<file path="src/rtl/axi_wr_master.sv">
// Single-outstanding AXI4 INCR write master: command plus data stream in, bursts out, split at 4KB.
// Define AXI_WR_MASTER_TOUT_EN to abandon a command after TOUT cycles without a write response.
module axi_wr_master #(
    parameter int AWID  = 32,
    parameter int IDWID = 4,
    parameter int DWID  = 64,
    parameter int WSTRB = DWID / 8
`ifdef AXI_WR_MASTER_TOUT_EN
    ,
    parameter int TOUT  = 1024
`endif
) (
    input  logic             clk,
    input  logic             rst_n,
    input  logic [AWID-1:0]  cmd_addr,
    input  logic [7:0]       cmd_len,
    input  logic [IDWID-1:0] cmd_id,
    input  logic             cmd_valid,
    output logic             cmd_ready,
    input  logic [DWID-1:0]  din,
    input  logic [WSTRB-1:0] din_strb,
    input  logic             din_valid,
    output logic             din_ready,
    output logic             done,
    output logic [1:0]       done_resp,
    output logic [IDWID-1:0] done_id,
    output logic             busy,
    output logic [IDWID-1:0] awid,
    output logic [AWID-1:0]  awaddr,
    output logic [7:0]       awlen,
    output logic [2:0]       awsize,
    output logic [1:0]       awburst,
    output logic             awvalid,
    input  logic             awready,
    output logic [DWID-1:0]  wdata,
    output logic [WSTRB-1:0] wstrb,
    output logic             wlast,
    output logic             wvalid,
    input  logic             wready,
    input  logic [IDWID-1:0] bid,
    input  logic [1:0]       bresp,
    input  logic             bvalid,
    output logic             bready
);

    typedef enum logic [1:0] {S_IDLE, S_AW, S_W, S_B} state_t;

    state_t           state_q;
    logic [IDWID-1:0] id_q, done_id_q;
    logic [AWID-1:0]  addr_q;
    logic [8:0]       rem_q, blen_q, cnt_q;
    logic [7:0]       awlen_q;
    logic [1:0]       worst_q, done_resp_q;
    logic             awvalid_q, bready_q, done_q;
`ifdef AXI_WR_MASTER_TOUT_EN
    logic [15:0]      tcnt_q;
`endif

    logic [AWID-1:0]  cmd_addr_al, addr_d;
    logic [8:0]       cmd_rem, rem_d, blen_first, blen_next;
    logic [1:0]       resp_eff, worst_d;
    logic             w_hs;

    // Beats left before the next 4KB page, capped by what the command still needs.
    function automatic logic [8:0] burst_len(input logic [8:0] word_idx, input logic [8:0] rem);
        logic [9:0] room;
        room = 10'd512 - {1'b0, word_idx};
        return ({1'b0, rem} < room) ? rem : room[8:0];
    endfunction

    always_comb begin
        cmd_addr_al = cmd_addr & ~AWID'(7);
        cmd_rem     = {1'b0, cmd_len} + 9'd1;
        blen_first  = burst_len(cmd_addr_al[11:3], cmd_rem);
        resp_eff    = (bid != id_q) ? 2'b10 : bresp;
        worst_d     = (resp_eff > worst_q) ? resp_eff : worst_q;
        addr_d      = addr_q + AWID'({blen_q, 3'b000});
        rem_d       = rem_q - blen_q;
        blen_next   = burst_len(addr_d[11:3], rem_d);
    end

    assign w_hs      = (state_q == S_W) && din_valid && wready;
    assign cmd_ready = (state_q == S_IDLE);
    assign busy      = (state_q != S_IDLE);
    assign din_ready = (state_q == S_W) && wready;
    assign wvalid    = (state_q == S_W) && din_valid;
    assign wlast     = (state_q == S_W) && (cnt_q == 9'd1);
    assign wdata     = din;
    assign wstrb     = din_strb;
    assign awid      = id_q;
    assign awaddr    = addr_q;
    assign awlen     = awlen_q;
    assign awsize    = 3'd3;
    assign awburst   = 2'd1;
    assign awvalid   = awvalid_q;
    assign bready    = bready_q;
    assign done      = done_q;
    assign done_resp = done_resp_q;
    assign done_id   = done_id_q;

    always_ff @(posedge clk or negedge rst_n) begin
        if (!rst_n) begin
            state_q     <= S_IDLE;
            id_q        <= '0;
            addr_q      <= '0;
            rem_q       <= '0;
            blen_q      <= '0;
            cnt_q       <= '0;
            awlen_q     <= '0;
            worst_q     <= '0;
            awvalid_q   <= 1'b0;
            bready_q    <= 1'b0;
            done_q      <= 1'b0;
            done_resp_q <= '0;
            done_id_q   <= '0;
`ifdef AXI_WR_MASTER_TOUT_EN
            tcnt_q      <= '0;
`endif
        end else begin
            done_q <= 1'b0;
            case (state_q)
                S_IDLE: begin
                    if (cmd_valid) begin
                        id_q      <= cmd_id;
                        addr_q    <= cmd_addr_al;
                        rem_q     <= cmd_rem;
                        worst_q   <= 2'b00;
                        blen_q    <= blen_first;
                        awlen_q   <= 8'(blen_first - 9'd1);
                        awvalid_q <= 1'b1;
                        state_q   <= S_AW;
                    end
                end
                S_AW: begin
                    if (awready) begin
                        awvalid_q <= 1'b0;
                        cnt_q     <= blen_q;
                        state_q   <= S_W;
                    end
                end
                S_W: begin
                    if (w_hs) begin
                        cnt_q <= cnt_q - 9'd1;
                        if (cnt_q == 9'd1) begin
                            bready_q <= 1'b1;
                            state_q  <= S_B;
`ifdef AXI_WR_MASTER_TOUT_EN
                            tcnt_q   <= '0;
`endif
                        end
                    end
                end
                S_B: begin
`ifdef AXI_WR_MASTER_TOUT_EN
                    tcnt_q <= tcnt_q + 16'd1;
`endif
                    if (bvalid) begin
                        bready_q <= 1'b0;
                        worst_q  <= worst_d;
                        addr_q   <= addr_d;
                        rem_q    <= rem_d;
                        if (rem_d != 9'd0) begin
                            blen_q    <= blen_next;
                            awlen_q   <= 8'(blen_next - 9'd1);
                            awvalid_q <= 1'b1;
                            state_q   <= S_AW;
                        end else begin
                            done_q      <= 1'b1;
                            done_resp_q <= worst_d;
                            done_id_q   <= id_q;
                            state_q     <= S_IDLE;
                        end
                    end
`ifdef AXI_WR_MASTER_TOUT_EN
                    else if (tcnt_q == 16'(TOUT - 1)) begin
                        bready_q    <= 1'b0;
                        done_q      <= 1'b1;
                        done_resp_q <= 2'b11;
                        done_id_q   <= id_q;
                        state_q     <= S_IDLE;
                    end
`endif
                end
                default: state_q <= S_IDLE;
            endcase
        end
    end

endmodule

</file>
<file path="config.mk">
export PLATFORM = sky130hd
export DESIGN_NAME = axi_wr_master
export DESIGN_NICKNAME = d
export VERILOG_FILES = /design/src/rtl/axi_wr_master.sv
export SDC_FILE = /design/constraint.sdc
export NUM_CORES = 1
export LEC_CHECK = 0
export CORE_UTILIZATION = 45
export DETAILED_ROUTE_END_ITERATION = 8
export MAX_ROUTING_LAYER = met4
export PLACE_DENSITY = 0.81
export SKIP_LAST_GASP = 1
export SYNTH_ARGS = -nofsm -noshare
export SYNTH_HDL_FRONTEND = slang
export SYNTH_SLANG_ARGS = --single-unit
</file>
<file path="constraint.sdc">
create_clock -name clk -period 6.1 [get_ports clk]
set_input_delay 0.915 -clock clk [delete_from_list [all_inputs] [get_ports clk]]
set_output_delay 0.915 -clock clk [all_outputs]
set_load 0.1 [all_outputs]
</file>
==> results.py, run 1 <==
metrics = {
    "layout": {
        "multi_input_area_um2": 4115,
        "layout_common_cells": "clkdlybuf4s50_1, nand2_1, dfrtp_1",
        "fin_nets": 1037,
        "register_area_um2": 2027,
        "final_layout_size_suffix_gt1_frac": 0.07630,
        "nFillCells": 1417,
        "antenna_cells": 0,
        "fin_area_um2": 8016,
        "fin_cells": 1053,
        "syn2layout_area_growth_pct": 13.96,
        "final_common_cell": "clkdlybuf4s50_1",
    },
    "floorplan": {
        "start_util": 0.4627,
        "die_y_um": 127.0,
        "io_pins": 264,
        "row_count": 45,
        "coreArea_um2": 15200,
        "die_area_um2": 16140,
        "dieWidth_um": 127.0,
    },
    "detailed_routing": {
        "antenna_left": 0,
        "wire_per_inst_um": 17.40,
        "routed_wl_mm": 18.32,
        "vias_per_cell": 5.883,
        "via_count": 6195,
        "dr.pass1.iters": 5,
        "first_iter_violations": 372,
        "drc": 0,
    },
    "clock_tree": {
        "ctsHoldBuffers": 0,
        "post-cts-setup-buffer-count": 0,
        "clockBufferDepth": 2,
        "clkLatencyLatePin_ns": 0.36,
        "clock-sinks": 81,
        "clkTransAtPathRegs_ns": 0.07,
        "cts_tree": "built",
        "cts_resized": 0,
        "numCtsBuffers": 9,
        "htree_levels": 3,
        "cts_root_buffer": "clkbuf_16",
    },
    "synth": {
        "ys.flop_type": "dfrtp_1",
        "synth_area_leaders": "dfrtp_1, buf_4, ha_1",
        "synth_edf_count": 0,
        "ys_seq_area_frac": 0.2882,
        "synth_cell_types": 84,
        "synth.largest_area_cell": "dfrtp_1",
        "syn_area_per_cell_um2": 8.414,
        "synth-seq-cells": 81,
        "synth_top_area_frac": 0.2882,
        "synthArstFlopShare": 1.000,
        "yosysWarnings": 0,
        "syn_inst": 836,
        "netlist_area_um2": 7034,
    },
    "sta": {
        "setup_viol": 0,
        "period_minus_slack_ns": 5.485,
        "period_share": 0.8992,
        "hold_viol": 0,
        "skew_ns": 0.01058,
        "slew_violations": 0,
        "worst_slew_pin_slew_ns": 1.074,
        "rsz0062_at_grt": "no",
        "clock.fmax_mhz": 182.3,
        "slew-limit-headroom": 0.2817,
        "tns_ns": 0,
    },
    "setup_path": {
        "cp.required_ns": 6.33,
        "cp_max_fo": 12,
        "r2r_start": "blen_q[0]$_DFFE_PN0P_",
        "cp-startpoint": "blen_q[0]$_DFFE_PN0P_",
        "end_kind": "flop",
        "start_kind": "flop",
        "arrival_ns": 5.71,
        "worstSetupPathType": "reg2reg",
        "reg2regPathDepth": 20,
    },
    "run_status": {
        "status": "complete, no violations",
    },
    "place": {
        "port_buffers": 108,
        "dp_hpwl_mm": 13.53,
        "place_congestion": 0.9381,
        "place_inst": 1037,
        "placed_area_um2": 7685,
    },
    "grt": {
        "antenna_found_initial": 0,
        "gr-total-overflow": 0,
        "grt_pass1_vias": 5759,
        "grt_pass1_wl_mm": 29.24,
        "grt_max_degree": 79,
        "track_usage": 0.2359,
    },
    "run": {
        "drv_cap": 0,
    },
    "hold_path": {
        "min_path_type": "in2async",
    },
}
## routing by layer
| layer | wire, µm | global-route usage | vias up |
|---|---|---|---|
| li1 | - | - | 2971 |
| met1 | 8130 | 0.3011 | 2958 |
| met2 | 8530 | 0.3659 | 224 |
| met3 | 1039 | 0.04355 | 42 |
| met4 | 621 | 0.1043 | 0 |
| met5 | 0 | - | - |
## stage by stage
step                hold slack [ns]  utilization  worst slack, ns
CTS                          0.3327       0.5273           0.7047
detailed placement           0.4754       0.5055           0.7127
global route                 0.3285       0.5273           0.2239
floorplan                    0.4563            -            1.080
global placement             0.4661       0.5055           0.7927
finish                       0.3419       0.5273           0.6146
## cells by family after synthesis
group / share of synthesized area
adders and majority gates: 0.08751
and+or+nand+nor: 0.1665
other: 0.001068
AOI/OAI and AO/OA: 0.2293
buffers and inverters: 0.1325
muxes: 0.05407
xor gates and xnor gates: 0.04091
DFF: 0.2882
## sequential cells by signal, summed over array words and instances (netlist names)
name       cells
awaddr        29
awid           4
awlen          8
awvalid        1
blen_q         9
bready         1
cnt_q          9
done           1
done_id        4
done_resp      2
rem_q          9
state_q        2
worst_q        2
## worst max-delay path, cell delays in order, from the launching register on
cell       delay (ns)
dfrtp_1          0.50
ha_1             0.23
inv_1            0.06
fa_1             0.39
nand2b_1         0.20
a211oi_2         0.39
o21a_2           0.26
o211a_1          0.30
nand3_1          0.15
xor2_1           0.21
inv_1            0.07
ha_1             0.31
o2111ai_1        0.12
a22oi_1          0.79
nand3_1          0.22
o32a_1           0.34
nand4_1          0.18
ha_1             0.27
nand3_1          0.11
xnor2_1          0.16
o21ai_0          0.09
## Yosys cell counts, types with 3 or more instances
library cell  number
a211o_1            3
a211oi_1           5
a21boi_0           3
a21o_1             9
a21oi_1           54
a22oi_1            3
a31oi_1            4
and2_1             9
and3_1            11
and3_2             3
buf_2              3
buf_4             81
clkbuf_1          19
dfrtp_1           81
ha_1              46
inv_1             43
mux2_2             8
mux2i_1           29
nand2_1           96
nand2b_1           5
nand3_1           28
nand4_1            9
nor2_1            35
nor2b_1            5
nor3_1            13
nor4_1             6
o211ai_1          13
o21a_1            11
o21ai_0           60
o21ai_1            7
o22ai_1           21
o31a_1             5
o31ai_1            6
or3_1              7
xnor2_1           15
xor2_1            16
## path summary, 6_finish.rpt
path                                       endpoint  slack, ns
max                            awlen[4]$_DFFE_PN0P_       0.61
min in group clk           done_resp[1]$_DFFE_PN0P_       0.49
max reg2reg                    awlen[4]$_DFFE_PN0P_       0.61
min reg2reg                done_resp[1]$_DFFE_PN0P_       0.49
min                           awaddr[5]$_DFFE_PN0P_       0.34
max in group asynchronous    done_id[0]$_DFFE_PN0P_       4.57
## cell type report
class | count | share of cell area
clock buffers | 9 | 0.02809
well taps | 188 | 0.02934
clock inverters | 7 | 0.01327
multi-input cells | 608 | 0.5133
inverters | 43 | 0.02013
repair buffers | 117 | 0.1430
flip-flops and latches | 81 | 0.2528
Power of run 1 is left out: the tool's default activity adds up to more than one toggle a clock period on the data nets, which glitch-free logic cannot reach.
==> inputs of run 2 (changes only) <==
SETUP_SLACK_MARGIN = 0.15   (was not set)
==> results of run 2 <==
Final layout, timing and power as in run 1 (identical DEF).
Power of run 2 is left out for the same reason.
==> inputs of run 3 (changes only) <==
CAP_MARGIN = 10   (was not set)
CORE_MARGIN = 2   (was not set)
==> results.py, run 3 (synthesis results as in run 1) <==
metrics = {
    "run_status": {
        "status": "complete, no violations",
    },
    "floorplan": {
        "die_area_um2": 16650,
        "start_util": 0.4610,
        "io_pins": 264,
        "die_y_um": 129.0,
        "dieWidth_um": 129.0,
        "coreArea_um2": 15260,
        "row_count": 45,
    },
    "grt": {
        "grt_pass1_wl_mm": 28.52,
        "grt_pass1_vias": 5660,
        "antenna_found_initial": 0,
        "gr-total-overflow": 0,
        "grt_max_degree": 62,
        "track_usage": 0.2210,
    },
    "sta": {
        "rsz0062_at_grt": "no",
        "hold_viol": 0,
        "tns_ns": 0,
        "slew_violations": 0,
        "worst_slew_pin_slew_ns": 1.093,
        "skew_ns": 0.01118,
        "period_minus_slack_ns": 5.496,
        "clock.fmax_mhz": 181.9,
        "slew-limit-headroom": 0.2690,
        "period_share": 0.9010,
        "setup_viol": 0,
    },
    "hold_path": {
        "min_path_type": "in2async",
    },
    "setup_path": {
        "crit_path_top_delay_cell": "a22oi_1",
        "worstSetupPathType": "reg2reg",
        "arrival_ns": 5.70,
        "r2r-end": "awlen[4]$_DFFE_PN0P_",
        "r2r_setup_slack_ns": 0.60,
        "crit_chain": "ha_1 > inv_1 > fa_1 > nand2b_1 > a211oi_2 > o21a_2 > o211a_1 > nand3_1 > xor2_1 > inv_1 > ha_1 > o2111ai_1 > a22oi_1 > nand3_1 > o32a_1 > nand4_1 > ha_1 > nand3_1 > xnor2_1 > o21ai_0",
        "reg2regPathDepth": 20,
        "slowest_delay_ns": 0.76,
        "end_kind": "flop",
        "cp.required_ns": 6.31,
        "r2r_start": "blen_q[0]$_DFFE_PN0P_",
        "start_kind": "flop",
        "cp_max_fo": 12,
    },
    "detailed_routing": {
        "wire_per_inst_um": 16.95,
        "routed_wl_mm": 18.21,
        "antenna_left": 0,
        "first_iter_violations": 475,
        "dr.pass1.iters": 5,
        "drt-met1-wl_mm": 8.046,
        "vias_per_cell": 5.731,
        "via_count": 6155,
        "drc": 0,
        "wl_met2_mm": 8.315,
        "highest_layer": "met4",
        "wl_met3_mm": 1.180,
    },
    "layout": {
        "fin_nets": 1036,
        "final_layout_size_suffix_gt1_frac": 0.07416,
        "layout_common_cells": "clkdlybuf4s50_1, nand2_1, dfrtp_1",
        "syn2layout_area_growth_pct": 13.52,
        "register_area_um2": 2027,
        "largest_reg_flops": 29,
        "antenna_cells": 0,
        "fin_cells": 1074,
        "nFillCells": 1399,
        "multi_input_area_um2": 4115,
        "final_common_cell": "clkdlybuf4s50_1",
    },
    "clock_tree": {
        "ctsHoldBuffers": 0,
        "clock-sinks": 81,
        "cts_root_buffer": "clkbuf_16",
        "cts_resized": 0,
        "htree_levels": 3,
        "clkLatencyLatePin_ns": 0.34,
        "numCtsBuffers": 9,
        "clkTransAtPathRegs_ns": 0.06,
        "clockBufferDepth": 2,
        "post-cts-setup-buffer-count": 0,
        "cts_tree": "built",
    },
    "place": {
        "dp_hpwl_mm": 13.56,
        "place_inst": 1059,
        "place_congestion": 0.9700,
        "port_buffers": 108,
    },
    "run": {
        "drv_cap": 0,
    },
}
## run 3: cell types whose count changed in the layout (fill, tap and decap cells not counted), sizes merged
cell	previous run	this run
buf	10	9
bufinv	2	0
inv	47	44
clkinv	1	4
clkbuf	9	10
## run 3: how the worst max path moves through the flow
stage / start / to / slack [ns] / cells past startpoint
2_1_floorplan: awaddr[3]$_DFFE_PN0P_ / awlen[6]$_DFFE_PN0P_ / 1.08 / 19
3_3_place_gp: blen_q[0]$_DFFE_PN0P_ / awlen[4]$_DFFE_PN0P_ / 0.80 / 20
3_5_place_dp: blen_q[0]$_DFFE_PN0P_ / awlen[4]$_DFFE_PN0P_ / 0.68 / 20
4_1_cts: blen_q[0]$_DFFE_PN0P_ / awlen[4]$_DFFE_PN0P_ / 0.69 / 20
5_1_grt: blen_q[0]$_DFFE_PN0P_ / awlen[4]$_DFFE_PN0P_ / 0.20 / 20
6_report: blen_q[0]$_DFFE_PN0P_ / awlen[4]$_DFFE_PN0P_ / 0.60 / 20
## run 3: routing by layer
| layer | global-route usage | vias to the layer above |
|---|---|---|
| li1 | - | 2966 |
| met1 | 0.2891 | 2914 |
| met2 | 0.3414 | 226 |
| met3 | 0.03757 | 49 |
| met4 | 0.09079 | 0 |
| met5 | - | - |
## run 3: area by class of cell
cell class              count  share of cell area
multi-input cells         608              0.5154
clock buffers              10             0.02993
inverters                  43             0.02021
flip-flops and latches     81              0.2538
clock inverters             5            0.005014
well taps                 211             0.03306
repair buffers            116              0.1426
## run 3: through the flow
step	util	cell area [µm²]	hold WS, ns	worst slack, ns
after floorplan	-	7057	0.4563	1.080
after global placement	0.5050	7706	0.4642	0.7955
after detailed placement	0.5050	7706	0.4746	0.6828
after CTS	0.5233	7985	0.4667	0.6873
after global routing	0.5233	7985	0.4841	0.1989
final	0.5233	7985	0.4729	0.6037
## run 3: worst max-delay path, delay by kind of cell (launching register included)
kind                     cells  cell delay [ns]
flip-flops                   1             0.49
AND/OR/NAND/NOR              5             0.88
XOR/XNOR                     2             0.36
AO/OA/AOI/OAI                7             2.26
adder cells (fa/ha/maj)      4             1.24
buffers and inverters        2             0.13
Power of run 3 is left out for the same reason.
